[src/rtl/cpu_pkg.sv]
// Shared CPU definitions: datapath widths and ALU operation codes.
// The ALU and the ID/EX operand stage both use these.
package cpu_pkg;

  localparam int CPU_DATA_W = 16;
  localparam int CPU_REG_AW = 3;
  localparam int CTRL_W     = 5;

  // Codes 17-31 are not listed here; they travel through the pipeline unchanged.
  typedef enum logic [CTRL_W-1:0] {
    PASS_A     = 5'd0,
    ADD        = 5'd1,
    SUB        = 5'd2,
    AND_OP     = 5'd3,
    OR_OP      = 5'd4,
    XOR_OP     = 5'd5,
    NOR_OP     = 5'd6,
    SLL        = 5'd7,
    SRL        = 5'd8,
    SRA        = 5'd9,
    LUI        = 5'd10,
    PASS_B     = 5'd11,
    MUL        = 5'd12,
    SEQ        = 5'd13,
    SNE        = 5'd14,
    SLT        = 5'd15,
    SLT_SIGNED = 5'd16
  } alu_op_e;

endpackage

[src/rtl/id_ex_operand_stage_if.sv]
// ID/EX boundary bundle: ID-side instruction fields, pipeline control,
// MEM/WB forwarding sources and the registered EX-side view.
interface id_ex_operand_stage_if
  import cpu_pkg::*;
#(
  parameter int DATA_W = CPU_DATA_W,
  parameter int REG_AW = CPU_REG_AW
);
  logic              id_valid;
  logic [CTRL_W-1:0] id_ctrl;
  logic [REG_AW-1:0] id_rs_addr;
  logic [REG_AW-1:0] id_rt_addr;
  logic [DATA_W-1:0] id_rs_data;
  logic [DATA_W-1:0] id_rt_data;
  logic [DATA_W-1:0] id_imm;
  logic              id_use_imm;
  logic [REG_AW-1:0] id_rd_addr;
  logic              id_reg_write;
  logic              id_mem_read;
  logic              id_mem_write;

  logic              flush;
  logic              hold;

  logic [REG_AW-1:0] mem_rd_addr;
  logic              mem_reg_write;
  logic [DATA_W-1:0] mem_result;
  logic [REG_AW-1:0] wb_rd_addr;
  logic              wb_reg_write;
  logic [DATA_W-1:0] wb_result;

  logic              ex_valid;
  logic [CTRL_W-1:0] ex_ctrl;
  logic [DATA_W-1:0] ex_op_a;
  logic [DATA_W-1:0] ex_op_b;
  logic [DATA_W-1:0] ex_store_data;
  logic [REG_AW-1:0] ex_rd_addr;
  logic              ex_reg_write;
  logic              ex_mem_read;
  logic              ex_mem_write;
  logic              stall_req;

  modport master (
    output id_valid, id_ctrl, id_rs_addr, id_rt_addr, id_rs_data, id_rt_data,
           id_imm, id_use_imm, id_rd_addr, id_reg_write, id_mem_read, id_mem_write,
           flush, hold,
           mem_rd_addr, mem_reg_write, mem_result, wb_rd_addr, wb_reg_write, wb_result,
    input  ex_valid, ex_ctrl, ex_op_a, ex_op_b, ex_store_data, ex_rd_addr,
           ex_reg_write, ex_mem_read, ex_mem_write, stall_req
  );

  modport slave (
    input  id_valid, id_ctrl, id_rs_addr, id_rt_addr, id_rs_data, id_rt_data,
           id_imm, id_use_imm, id_rd_addr, id_reg_write, id_mem_read, id_mem_write,
           flush, hold,
           mem_rd_addr, mem_reg_write, mem_result, wb_rd_addr, wb_reg_write, wb_result,
    output ex_valid, ex_ctrl, ex_op_a, ex_op_b, ex_store_data, ex_rd_addr,
           ex_reg_write, ex_mem_read, ex_mem_write, stall_req
  );

endinterface

[src/rtl/operand_forward_mux.sv]
// Selects the newest value of one source register: MEM result, then WB
// result, then the value captured at ID. r0 never matches a producer.
module operand_forward_mux
  import cpu_pkg::*;
#(
  parameter int DATA_W = CPU_DATA_W,
  parameter int REG_AW = CPU_REG_AW
) (
  input  logic [REG_AW-1:0] addr,
  input  logic [DATA_W-1:0] reg_data,
  input  logic              mem_reg_write,
  input  logic [REG_AW-1:0] mem_rd_addr,
  input  logic [DATA_W-1:0] mem_result,
  input  logic              wb_reg_write,
  input  logic [REG_AW-1:0] wb_rd_addr,
  input  logic [DATA_W-1:0] wb_result,
  output logic [DATA_W-1:0] fwd_data
);

  always_comb begin
    fwd_data = reg_data;
    if (addr != '0) begin
      if (mem_reg_write && (mem_rd_addr == addr)) begin
        fwd_data = mem_result;
      end else if (wb_reg_write && (wb_rd_addr == addr)) begin
        fwd_data = wb_result;
      end
    end
  end

endmodule

[src/rtl/id_ex_operand_stage.sv]
// ID/EX pipeline register with load-use stall detection and EX-side operand
// forwarding. Edge priority: rst > hold > flush/stall bubble > capture.
module id_ex_operand_stage
  import cpu_pkg::*;
#(
  parameter int DATA_W = CPU_DATA_W,
  parameter int REG_AW = CPU_REG_AW
) (
  input  logic                 clk,
  input  logic                 rst,
  id_ex_operand_stage_if.slave bus
);

  logic              valid_q,     valid_d;
  logic [CTRL_W-1:0] ctrl_q,      ctrl_d;
  logic [REG_AW-1:0] rs_addr_q,   rs_addr_d;
  logic [REG_AW-1:0] rt_addr_q,   rt_addr_d;
  logic [DATA_W-1:0] rs_data_q,   rs_data_d;
  logic [DATA_W-1:0] rt_data_q,   rt_data_d;
  logic [DATA_W-1:0] imm_q,       imm_d;
  logic              use_imm_q,   use_imm_d;
  logic [REG_AW-1:0] rd_q,        rd_d;
  logic              reg_write_q, reg_write_d;
  logic              mem_read_q,  mem_read_d;
  logic              mem_write_q, mem_write_d;

  logic [DATA_W-1:0] fwd_rs, fwd_rt;
  logic [DATA_W-1:0] wt_rs, wt_rt;
  logic              stall_req;

  operand_forward_mux #(.DATA_W(DATA_W), .REG_AW(REG_AW)) u_fwd_rs (
    .addr(rs_addr_q), .reg_data(rs_data_q),
    .mem_reg_write(bus.mem_reg_write), .mem_rd_addr(bus.mem_rd_addr), .mem_result(bus.mem_result),
    .wb_reg_write(bus.wb_reg_write), .wb_rd_addr(bus.wb_rd_addr), .wb_result(bus.wb_result),
    .fwd_data(fwd_rs)
  );

  operand_forward_mux #(.DATA_W(DATA_W), .REG_AW(REG_AW)) u_fwd_rt (
    .addr(rt_addr_q), .reg_data(rt_data_q),
    .mem_reg_write(bus.mem_reg_write), .mem_rd_addr(bus.mem_rd_addr), .mem_result(bus.mem_result),
    .wb_reg_write(bus.wb_reg_write), .wb_rd_addr(bus.wb_rd_addr), .wb_result(bus.wb_result),
    .fwd_data(fwd_rt)
  );

  // Register file is read and written in the same cycle, so WB wins at capture.
  always_comb begin
    wt_rs = bus.id_rs_data;
    wt_rt = bus.id_rt_data;
    if (bus.id_rs_addr == '0) begin
      wt_rs = '0;
    end else if (bus.wb_reg_write && (bus.wb_rd_addr == bus.id_rs_addr)) begin
      wt_rs = bus.wb_result;
    end
    if (bus.id_rt_addr == '0) begin
      wt_rt = '0;
    end else if (bus.wb_reg_write && (bus.wb_rd_addr == bus.id_rt_addr)) begin
      wt_rt = bus.wb_result;
    end
  end

  // rt only matters to a load-use hazard when it is a real ALU operand or store data.
  assign stall_req = !rst && bus.id_valid && valid_q && mem_read_q && (rd_q != '0) &&
                     ((rd_q == bus.id_rs_addr) ||
                      ((rd_q == bus.id_rt_addr) && (!bus.id_use_imm || bus.id_mem_write)));

  always_comb begin
    valid_d     = valid_q;
    ctrl_d      = ctrl_q;
    rs_addr_d   = rs_addr_q;
    rt_addr_d   = rt_addr_q;
    rs_data_d   = rs_data_q;
    rt_data_d   = rt_data_q;
    imm_d       = imm_q;
    use_imm_d   = use_imm_q;
    rd_d        = rd_q;
    reg_write_d = reg_write_q;
    mem_read_d  = mem_read_q;
    mem_write_d = mem_write_q;
    if (bus.hold) begin
      // Refresh operand data so producers that retire during the freeze are kept.
      rs_data_d = fwd_rs;
      rt_data_d = fwd_rt;
    end else if (bus.flush || stall_req) begin
      valid_d     = 1'b0;
      ctrl_d      = '0;
      reg_write_d = 1'b0;
      mem_read_d  = 1'b0;
      mem_write_d = 1'b0;
    end else begin
      valid_d     = bus.id_valid;
      ctrl_d      = bus.id_ctrl;
      rs_addr_d   = bus.id_rs_addr;
      rt_addr_d   = bus.id_rt_addr;
      rs_data_d   = wt_rs;
      rt_data_d   = wt_rt;
      imm_d       = bus.id_imm;
      use_imm_d   = bus.id_use_imm;
      rd_d        = bus.id_rd_addr;
      reg_write_d = bus.id_reg_write;
      mem_read_d  = bus.id_mem_read;
      mem_write_d = bus.id_mem_write;
    end
  end

  always_ff @(posedge clk) begin
    if (rst) begin
      valid_q     <= 1'b0;
      ctrl_q      <= '0;
      rs_addr_q   <= '0;
      rt_addr_q   <= '0;
      rs_data_q   <= '0;
      rt_data_q   <= '0;
      imm_q       <= '0;
      use_imm_q   <= 1'b0;
      rd_q        <= '0;
      reg_write_q <= 1'b0;
      mem_read_q  <= 1'b0;
      mem_write_q <= 1'b0;
    end else begin
      valid_q     <= valid_d;
      ctrl_q      <= ctrl_d;
      rs_addr_q   <= rs_addr_d;
      rt_addr_q   <= rt_addr_d;
      rs_data_q   <= rs_data_d;
      rt_data_q   <= rt_data_d;
      imm_q       <= imm_d;
      use_imm_q   <= use_imm_d;
      rd_q        <= rd_d;
      reg_write_q <= reg_write_d;
      mem_read_q  <= mem_read_d;
      mem_write_q <= mem_write_d;
    end
  end

  assign bus.ex_valid      = valid_q;
  assign bus.ex_ctrl       = ctrl_q;
  assign bus.ex_op_a       = fwd_rs;
  assign bus.ex_op_b       = use_imm_q ? imm_q : fwd_rt;
  assign bus.ex_store_data = fwd_rt;
  assign bus.ex_rd_addr    = rd_q;
  assign bus.ex_reg_write  = valid_q & reg_write_q;
  assign bus.ex_mem_read   = valid_q & mem_read_q;
  assign bus.ex_mem_write  = valid_q & mem_write_q;
  assign bus.stall_req     = stall_req;

endmodule
[src/flat_wrapper.sv]
// flat-port wrapper written by rule: the top's interface ports become plain ports
module id_ex_operand_stage_flat import cpu_pkg::*;
#(
  parameter int DATA_W = CPU_DATA_W,
  parameter int REG_AW = CPU_REG_AW
)
  (clk, rst, bus_id_valid, bus_id_ctrl, bus_id_rs_addr, bus_id_rt_addr, bus_id_rs_data, bus_id_rt_data, bus_id_imm, bus_id_use_imm, bus_id_rd_addr, bus_id_reg_write, bus_id_mem_read, bus_id_mem_write, bus_flush, bus_hold, bus_mem_rd_addr, bus_mem_reg_write, bus_mem_result, bus_wb_rd_addr, bus_wb_reg_write, bus_wb_result, bus_ex_valid, bus_ex_ctrl, bus_ex_op_a, bus_ex_op_b, bus_ex_store_data, bus_ex_rd_addr, bus_ex_reg_write, bus_ex_mem_read, bus_ex_mem_write, bus_stall_req);
  id_ex_operand_stage_if #(.DATA_W(DATA_W), .REG_AW(REG_AW)) bus_i ();
  input  logic clk;
  input  logic rst;
  input wire logic [$bits(bus_i.id_valid)-1:0] bus_id_valid;
  input wire logic [$bits(bus_i.id_ctrl)-1:0] bus_id_ctrl;
  input wire logic [$bits(bus_i.id_rs_addr)-1:0] bus_id_rs_addr;
  input wire logic [$bits(bus_i.id_rt_addr)-1:0] bus_id_rt_addr;
  input wire logic [$bits(bus_i.id_rs_data)-1:0] bus_id_rs_data;
  input wire logic [$bits(bus_i.id_rt_data)-1:0] bus_id_rt_data;
  input wire logic [$bits(bus_i.id_imm)-1:0] bus_id_imm;
  input wire logic [$bits(bus_i.id_use_imm)-1:0] bus_id_use_imm;
  input wire logic [$bits(bus_i.id_rd_addr)-1:0] bus_id_rd_addr;
  input wire logic [$bits(bus_i.id_reg_write)-1:0] bus_id_reg_write;
  input wire logic [$bits(bus_i.id_mem_read)-1:0] bus_id_mem_read;
  input wire logic [$bits(bus_i.id_mem_write)-1:0] bus_id_mem_write;
  input wire logic [$bits(bus_i.flush)-1:0] bus_flush;
  input wire logic [$bits(bus_i.hold)-1:0] bus_hold;
  input wire logic [$bits(bus_i.mem_rd_addr)-1:0] bus_mem_rd_addr;
  input wire logic [$bits(bus_i.mem_reg_write)-1:0] bus_mem_reg_write;
  input wire logic [$bits(bus_i.mem_result)-1:0] bus_mem_result;
  input wire logic [$bits(bus_i.wb_rd_addr)-1:0] bus_wb_rd_addr;
  input wire logic [$bits(bus_i.wb_reg_write)-1:0] bus_wb_reg_write;
  input wire logic [$bits(bus_i.wb_result)-1:0] bus_wb_result;
  output wire logic [$bits(bus_i.ex_valid)-1:0] bus_ex_valid;
  output wire logic [$bits(bus_i.ex_ctrl)-1:0] bus_ex_ctrl;
  output wire logic [$bits(bus_i.ex_op_a)-1:0] bus_ex_op_a;
  output wire logic [$bits(bus_i.ex_op_b)-1:0] bus_ex_op_b;
  output wire logic [$bits(bus_i.ex_store_data)-1:0] bus_ex_store_data;
  output wire logic [$bits(bus_i.ex_rd_addr)-1:0] bus_ex_rd_addr;
  output wire logic [$bits(bus_i.ex_reg_write)-1:0] bus_ex_reg_write;
  output wire logic [$bits(bus_i.ex_mem_read)-1:0] bus_ex_mem_read;
  output wire logic [$bits(bus_i.ex_mem_write)-1:0] bus_ex_mem_write;
  output wire logic [$bits(bus_i.stall_req)-1:0] bus_stall_req;
  assign bus_i.id_valid = bus_id_valid;
  assign bus_i.id_ctrl = bus_id_ctrl;
  assign bus_i.id_rs_addr = bus_id_rs_addr;
  assign bus_i.id_rt_addr = bus_id_rt_addr;
  assign bus_i.id_rs_data = bus_id_rs_data;
  assign bus_i.id_rt_data = bus_id_rt_data;
  assign bus_i.id_imm = bus_id_imm;
  assign bus_i.id_use_imm = bus_id_use_imm;
  assign bus_i.id_rd_addr = bus_id_rd_addr;
  assign bus_i.id_reg_write = bus_id_reg_write;
  assign bus_i.id_mem_read = bus_id_mem_read;
  assign bus_i.id_mem_write = bus_id_mem_write;
  assign bus_i.flush = bus_flush;
  assign bus_i.hold = bus_hold;
  assign bus_i.mem_rd_addr = bus_mem_rd_addr;
  assign bus_i.mem_reg_write = bus_mem_reg_write;
  assign bus_i.mem_result = bus_mem_result;
  assign bus_i.wb_rd_addr = bus_wb_rd_addr;
  assign bus_i.wb_reg_write = bus_wb_reg_write;
  assign bus_i.wb_result = bus_wb_result;
  assign bus_ex_valid = bus_i.ex_valid;
  assign bus_ex_ctrl = bus_i.ex_ctrl;
  assign bus_ex_op_a = bus_i.ex_op_a;
  assign bus_ex_op_b = bus_i.ex_op_b;
  assign bus_ex_store_data = bus_i.ex_store_data;
  assign bus_ex_rd_addr = bus_i.ex_rd_addr;
  assign bus_ex_reg_write = bus_i.ex_reg_write;
  assign bus_ex_mem_read = bus_i.ex_mem_read;
  assign bus_ex_mem_write = bus_i.ex_mem_write;
  assign bus_stall_req = bus_i.stall_req;
  id_ex_operand_stage #(.DATA_W(DATA_W), .REG_AW(REG_AW)) u_core (.clk(clk), .rst(rst), .bus(bus_i));
endmodule
[config.mk]
export PLATFORM = sky130hd
export DESIGN_NAME = id_ex_operand_stage_flat
export DESIGN_NICKNAME = d
export VERILOG_FILES = /design/src/rtl/cpu_pkg.sv /design/src/rtl/id_ex_operand_stage_if.sv /design/src/rtl/operand_forward_mux.sv /design/src/rtl/id_ex_operand_stage.sv /design/src/flat_wrapper.sv
export SDC_FILE = /design/constraint.sdc
export NUM_CORES = 1
export LEC_CHECK = 0
export CORE_UTILIZATION = 35
export CTS_CLUSTER_DIAMETER = 200
export DETAILED_ROUTE_END_ITERATION = 6
export SETUP_SLACK_MARGIN = 0.2
export SLEW_MARGIN = 40
export SYNTH_ARGS = -nofsm -noshare
export SYNTH_HDL_FRONTEND = slang
export SYNTH_HIERARCHICAL = 1
export SYNTH_SLANG_ARGS = --single-unit
export TNS_END_PERCENT = 50
[constraint.sdc]
create_clock -name clk -period 2.3 [get_ports clk]
set_input_delay 0.23 -clock clk [delete_from_list [all_inputs] [get_ports clk]]
set_output_delay 0.23 -clock clk [all_outputs]
set_load 0.01 [all_outputs]
Word-level counts from Yosys, hierarchy flattened --
Cells that the tools add are included.
Word-level totals: bits of input ports 111, output and inout port bits 61, register bits 67, word-level logic and storage cells 69
Cells by class: reduce and logical (&&, ||, !) cells 23, multiplexer cells 20, bitwise logic cells 5, equality and inequality tests 9
Operators with widths (count):
- 16-bit two-way mux | 15
- 3-bit equality test | 8
- 1-bit logical AND | 12
- 3-bit nonzero test | 3
- 3-bit zero test | 2
- 5-bit two-way mux | 1
- 1-bit two-way mux | 4
- 1-bit bitwise AND | 3
- 1-bit logical OR | 3
- 1-bit zero test | 2
- 2-bit != test, second input constant | 1
- 1-bit inverter | 2
- 2-bit AND reduction | 1

Longest topological paths before layout --
word-level depth 9, depth in mapped cells 8, mapped depth without buffers 6

By module --
The synthesis kept the hierarchy.
By module, submodules not included:
- id_ex_operand_stage | seq. area each 1341.3 µm², cells an instance 458, area each 4116.4 µm², instances 1
- operand_forward_mux | seq. area each 0.0 µm², cells an instance 83, area each 820.8 µm², instances 2

Least setup slack after synthesis --
OpenSTA, ideal clock, no wires.
path type register -> output, from register u_core.rt_addr_q[0], to output bus_ex_op_b[14], cell stages (with the launch flop) 6, setup slack 0.371 ns, required time 2.070 ns, path buffers 1, arrival 1.699 ns, cell sequence dfxtp_1 > or3_1 > buf_2 > a21boi_4 > o2bb2a_1 > mux2_2
On the way: longest elaborated chain between the ends 6, elaborated cells on any way between the ends 9, those cells by class eq/ne (2); mux (4); reduce/logical (3)
Ends and longest elaborated chain:
- start, declared | RTL line id_ex_operand_stage.sv:17 | logic [REG_AW-1:0] rt_addr_q, rt_addr_d;
- start signal, assigned | RTL line id_ex_operand_stage.sv:123 | rt_addr_q <= rt_addr_d;
- 3-bit equality test | RTL line operand_forward_mux.sv:25 | end else if (wb_reg_write && (wb_rd_addr == addr)) begin
- 1-bit logical AND | RTL line operand_forward_mux.sv:25
- 16-bit two-way mux | RTL line operand_forward_mux.sv:25
- 16-bit two-way mux | RTL line operand_forward_mux.sv:23 | if (mem_reg_write && (mem_rd_addr == addr)) begin
- 16-bit two-way mux (*) | RTL line operand_forward_mux.sv:22 | if (addr != '0) begin
- named net bus_ex_store_data[14] | RTL line flat_wrapper.sv:35 | output wire logic [$bits(bus_i.ex_store_data)-1:0] bus_ex_store_data;
- 16-bit two-way mux (*) | RTL line id_ex_operand_stage.sv:138 | assign bus.ex_op_b = use_imm_q ? imm_q : fwd_rt;
- end, declared | RTL line flat_wrapper.sv:34 | output wire logic [$bits(bus_i.ex_op_b)-1:0] bus_ex_op_b;
The timed path passes the listed nets; every way through them passes the cells marked *.

Final worst setup path --
from register u_core.rt_addr_q[2], to output bus_ex_op_b[15]
On the way: longest elaborated chain between the ends 6, elaborated cells on any way between the ends 9, those cells by class eq/ne (2); mux (4); reduce/logical (3)
Ends and longest elaborated chain (RTL line):
- 3-bit equality test | operand_forward_mux.sv:25
- 1-bit logical AND | operand_forward_mux.sv:25
- 16-bit two-way mux | operand_forward_mux.sv:25
- 16-bit two-way mux | operand_forward_mux.sv:23
- 16-bit two-way mux (*) | operand_forward_mux.sv:22
- 16-bit two-way mux (*) | id_ex_operand_stage.sv:138
Mark *: on every way between the ends. The rest lies on a longest branch, timed or not.

==> flow_metrics.tcl <==
set metrics [dict create \
    via_per_inst 5.406 \
    clkSinkCount 67 \
    synth_top_area_share_pct 23.29 \
    yosys.cell_types.count 39 \
    numCtsBuffers 9 \
    wl_per_cell_um 19.95 \
    ant_nets 0 \
    multiInputGateArea_sq_um 4537 \
    syn2layout_area_growth_pct 65.93 \
    cp-end-kind "primary output" \
    root_buffer "clkbuf_16" \
    dp_slack_ns -0.5109 \
    p_leak_nw 3.701 \
    syn_inst 624 \
    ys_seq_area_share_pct 23.29 \
    max_freq_mhz 403.4 \
    hold_class "in -> reg" \
    crit_arrival_ns 2.25 \
    power_frac_clock_pct 33.3 \
    layout-drive-gt1-share_pct 39.84 \
    coreArea_sq_um 16000 \
    vias 5909 \
    slew_violations 0 \
    rsz0062_at_grt "yes" \
    path_clk_slew_ns 0.06 \
    seq_area_sq_um 1363 \
    violations "negative setup slack" \
    first_pass_iters 5 \
    holdWs_ns 0.4487 \
    synth_nets 735 \
    syn_area_sq_um 5758 \
    slew_headroom_pct 49.74 \
    hold_viol 0 \
    worstSetupPathType "reg -> out" \
    async_flop_share_pct 0 \
    h-tree-depth 3 \
    power_frac_comb_pct 37.5 \
    io_pins 172 \
    rows 46 \
    power_density_nw_per_um2 459.3 \
    worstPathMaxFanout 6 \
    cts_hold_buf 0 \
    gr-total-overflow 0 \
    run_status "complete, but fails checks" \
    clock_latency_ns 0.35 \
    clockBufferDepth 2 \
    hpwl_um 14850 \
    die_area_sq_um 16970 \
    swShare_pct 29.33 \
    syn_area_per_cell_sq_um 9.228 \
    first_iter_violations 571 \
    synth_area_leader_cell "dfxtp_1" \
    grt_max_degree 64 \
    p_int_mw 3.101 \
    cts_tree "yes" \
    p_seq_share_pct 29.2 \
    finalWorstSetupSlack_ns -0.1789 \
    drcViolationCount 0 \
    start_util_pct 35.99 \
    finClkSkew_ns 0.005194 \
    grt_use_total_pct 25.64 \
    grt_pass1_vias 5778 \
    worst_pin_slew_ns 0.7540 \
    place_congestion 0.8814 \
    yosys-top-cells-area "dfxtp_1 23%, mux2i_1 10%, mux2_2 9.4%" \
    fin_nets 982 \
    min_period_over_period_pct 107.8 \
    ir_drop_mv 0.3942 \
    dieHeight_um 130.3 \
    port_buffers 171 \
    setup_viol 26 \
    synth_flop_cell "dfxtp_1" \
    cp.required_ns 2.07 \
    fillers 1372 \
    grt_pass1_wl_um 32730 \
    grt_antenna_before_repair 1 \
    maxCapViolCount 0 \
    min_period_ns 2.479 \
    power_switching_mw 1.287 \
    synth_enable_flop_cells 0 \
    yosysWarnings 6 \
    routed_wl_um 21810 \
    cp-start-kind "flip-flop" \
    synth-seq-cells 67 \
    die-width_um 130.3 \
]
final timing paths:
check,from,end,slack [ns],depth (start not counted)
setup / recovery,u_core/rt_addr_q[2],bus_ex_op_b[15],-0.18,9
hold / removal,bus_id_imm[7],u_core/imm_q[7],0.45,3
setup reg to reg,u_core/rt_addr_q[2],u_core/rt_data_q[10],0.26,12
hold reg to reg,u_core/bus.ex_ctrl[2],u_core/bus.ex_ctrl[2],0.46,2
critical path: stages, from the launching register on:
cell and delay [ns]:
dfxtp_4 0.36, buf_6 0.13, xnor2_4 0.20, buf_6 0.17, buf_4 0.12, nand4_1 0.15
mux2i_4 0.26, a2bb2oi_4 0.10, mux2_4 0.29, buf_6 0.12
routing by layer:
layer | vias up | track usage [%] | routed length, um
li1 | 2809 | - | -
met1 | 2833 | 33.19 | 9472
met2 | 225 | 42.27 | 10460
met3 | 42 | 4.961 | 1190
met4 | 0 | 9.097 | 683
met5 | - | 0 | 0
logic make-up after synthesis:
group,after synthesis,share of synthesized area (%)
AND/OR/NAND/NOR,249,29.03
XOR/XNOR,24,5.606
AO/OA/AOI/OAI,109,16.01
flip-flops,67,23.29
buffers and inverters,69,6.584
multiplexers,106,19.47
cell usage after synthesis, types with 2 or more instances:
cell type / count
xor2_1: 6
dlymetal6s2s_1: 2
dfxtp_1: 67
o2bb2a_1: 2
nand2_1: 41
a2bb2oi_1: 10
nor3b_1: 32
or3_1: 4
nor2b_1: 13
o211ai_1: 32
nand4b_1: 32
a2bb2oi_2: 20
buf_2: 11
mux2i_1: 58
and2b_2: 20
or4b_1: 8
buf_12: 2
buf_6: 7
a21oi_1: 9
and2_1: 3
nand4_1: 36
nor3_1: 3
o21ai_0: 32
xnor2_1: 12
nand2b_1: 52
xnor2_4: 6
nand4_2: 2
a21boi_4: 2
buf_1: 4
mux2_2: 48
clkbuf_1: 40
metrics by stage:
stage	util (%)	power, mW	instance area, sq um	TNS [ns]	cells
floorplan	-	1.955	5758	0	624
global placement	50.66	2.604	8107	-16.09	1030
detailed placement	50.66	2.626	8107	-18.30	1030
CTS	57.66	4.304	9225	-2.495	1075
global route	59.71	4.555	9554	-5.123	1093
finish	59.71	4.388	9554	-2.874	1093
flip-flops by register name (all words and copies together), names as in the netlist, 3 cells and up:
register / flops
u_core/rs_addr_q: 3
u_core/rs_data_q: 16
u_core/rt_data_q: 16
u_core/bus.ex_rd_addr: 3
u_core/bus.ex_ctrl: 5
u_core/rt_addr_q: 3
u_core/imm_q: 16
what timing repair did:
action / 4_1_cts / 5_1_grt
buffers inserted: 23 / 15
gates cloned: 6 / 2
pin swaps: 15 / 14
setup endpoints to repair: 49 / 68
resized for setup: 319 / 50
cell usage in the layout, fill, tap and decap left out, types with 13 or more instances in the layout:
cell type        netlist  routed
o21ai_0               32      32
buf_2                 11      20
and2b_2               20      20
clkdlybuf4s50_1        0     113
a2bb2oi_2             20      16
nand4_1               36      36
dfxtp_1               67      58
mux2i_1               58      38
mux2_2                48      36
a2bb2oi_4              0      13
nor3b_1               32      32
buf_4                  1      72
o211ai_1              32      32
nand4b_1              32      32
buf_12                 2      13
buf_6                  7      68
nand2_1               41      38
nand2b_1              52      52
power by group through the flow:
stage	sequential, mW	clock (mW)	combinational [mW]
after floorplan	1.29	0	0.660
after global placement	1.29	0	1.31
after detailed placement	1.30	0	1.33
final	1.28	1.46	1.65
after CTS	1.28	1.49	1.54
after global routing	1.29	1.53	1.73
area by class of cell:
cell class	count	share of cell area, %
repair buffers	303	32.02
clock buffers	13	2.829
diodes	1	0.02619
well taps	216	2.829
multi-input cells	488	47.49
inverters	2	0.07858
flip-flops and latches	67	14.26
clock inverters	3	0.4715
No activity file was read; power rests on OpenSTA's default activity.
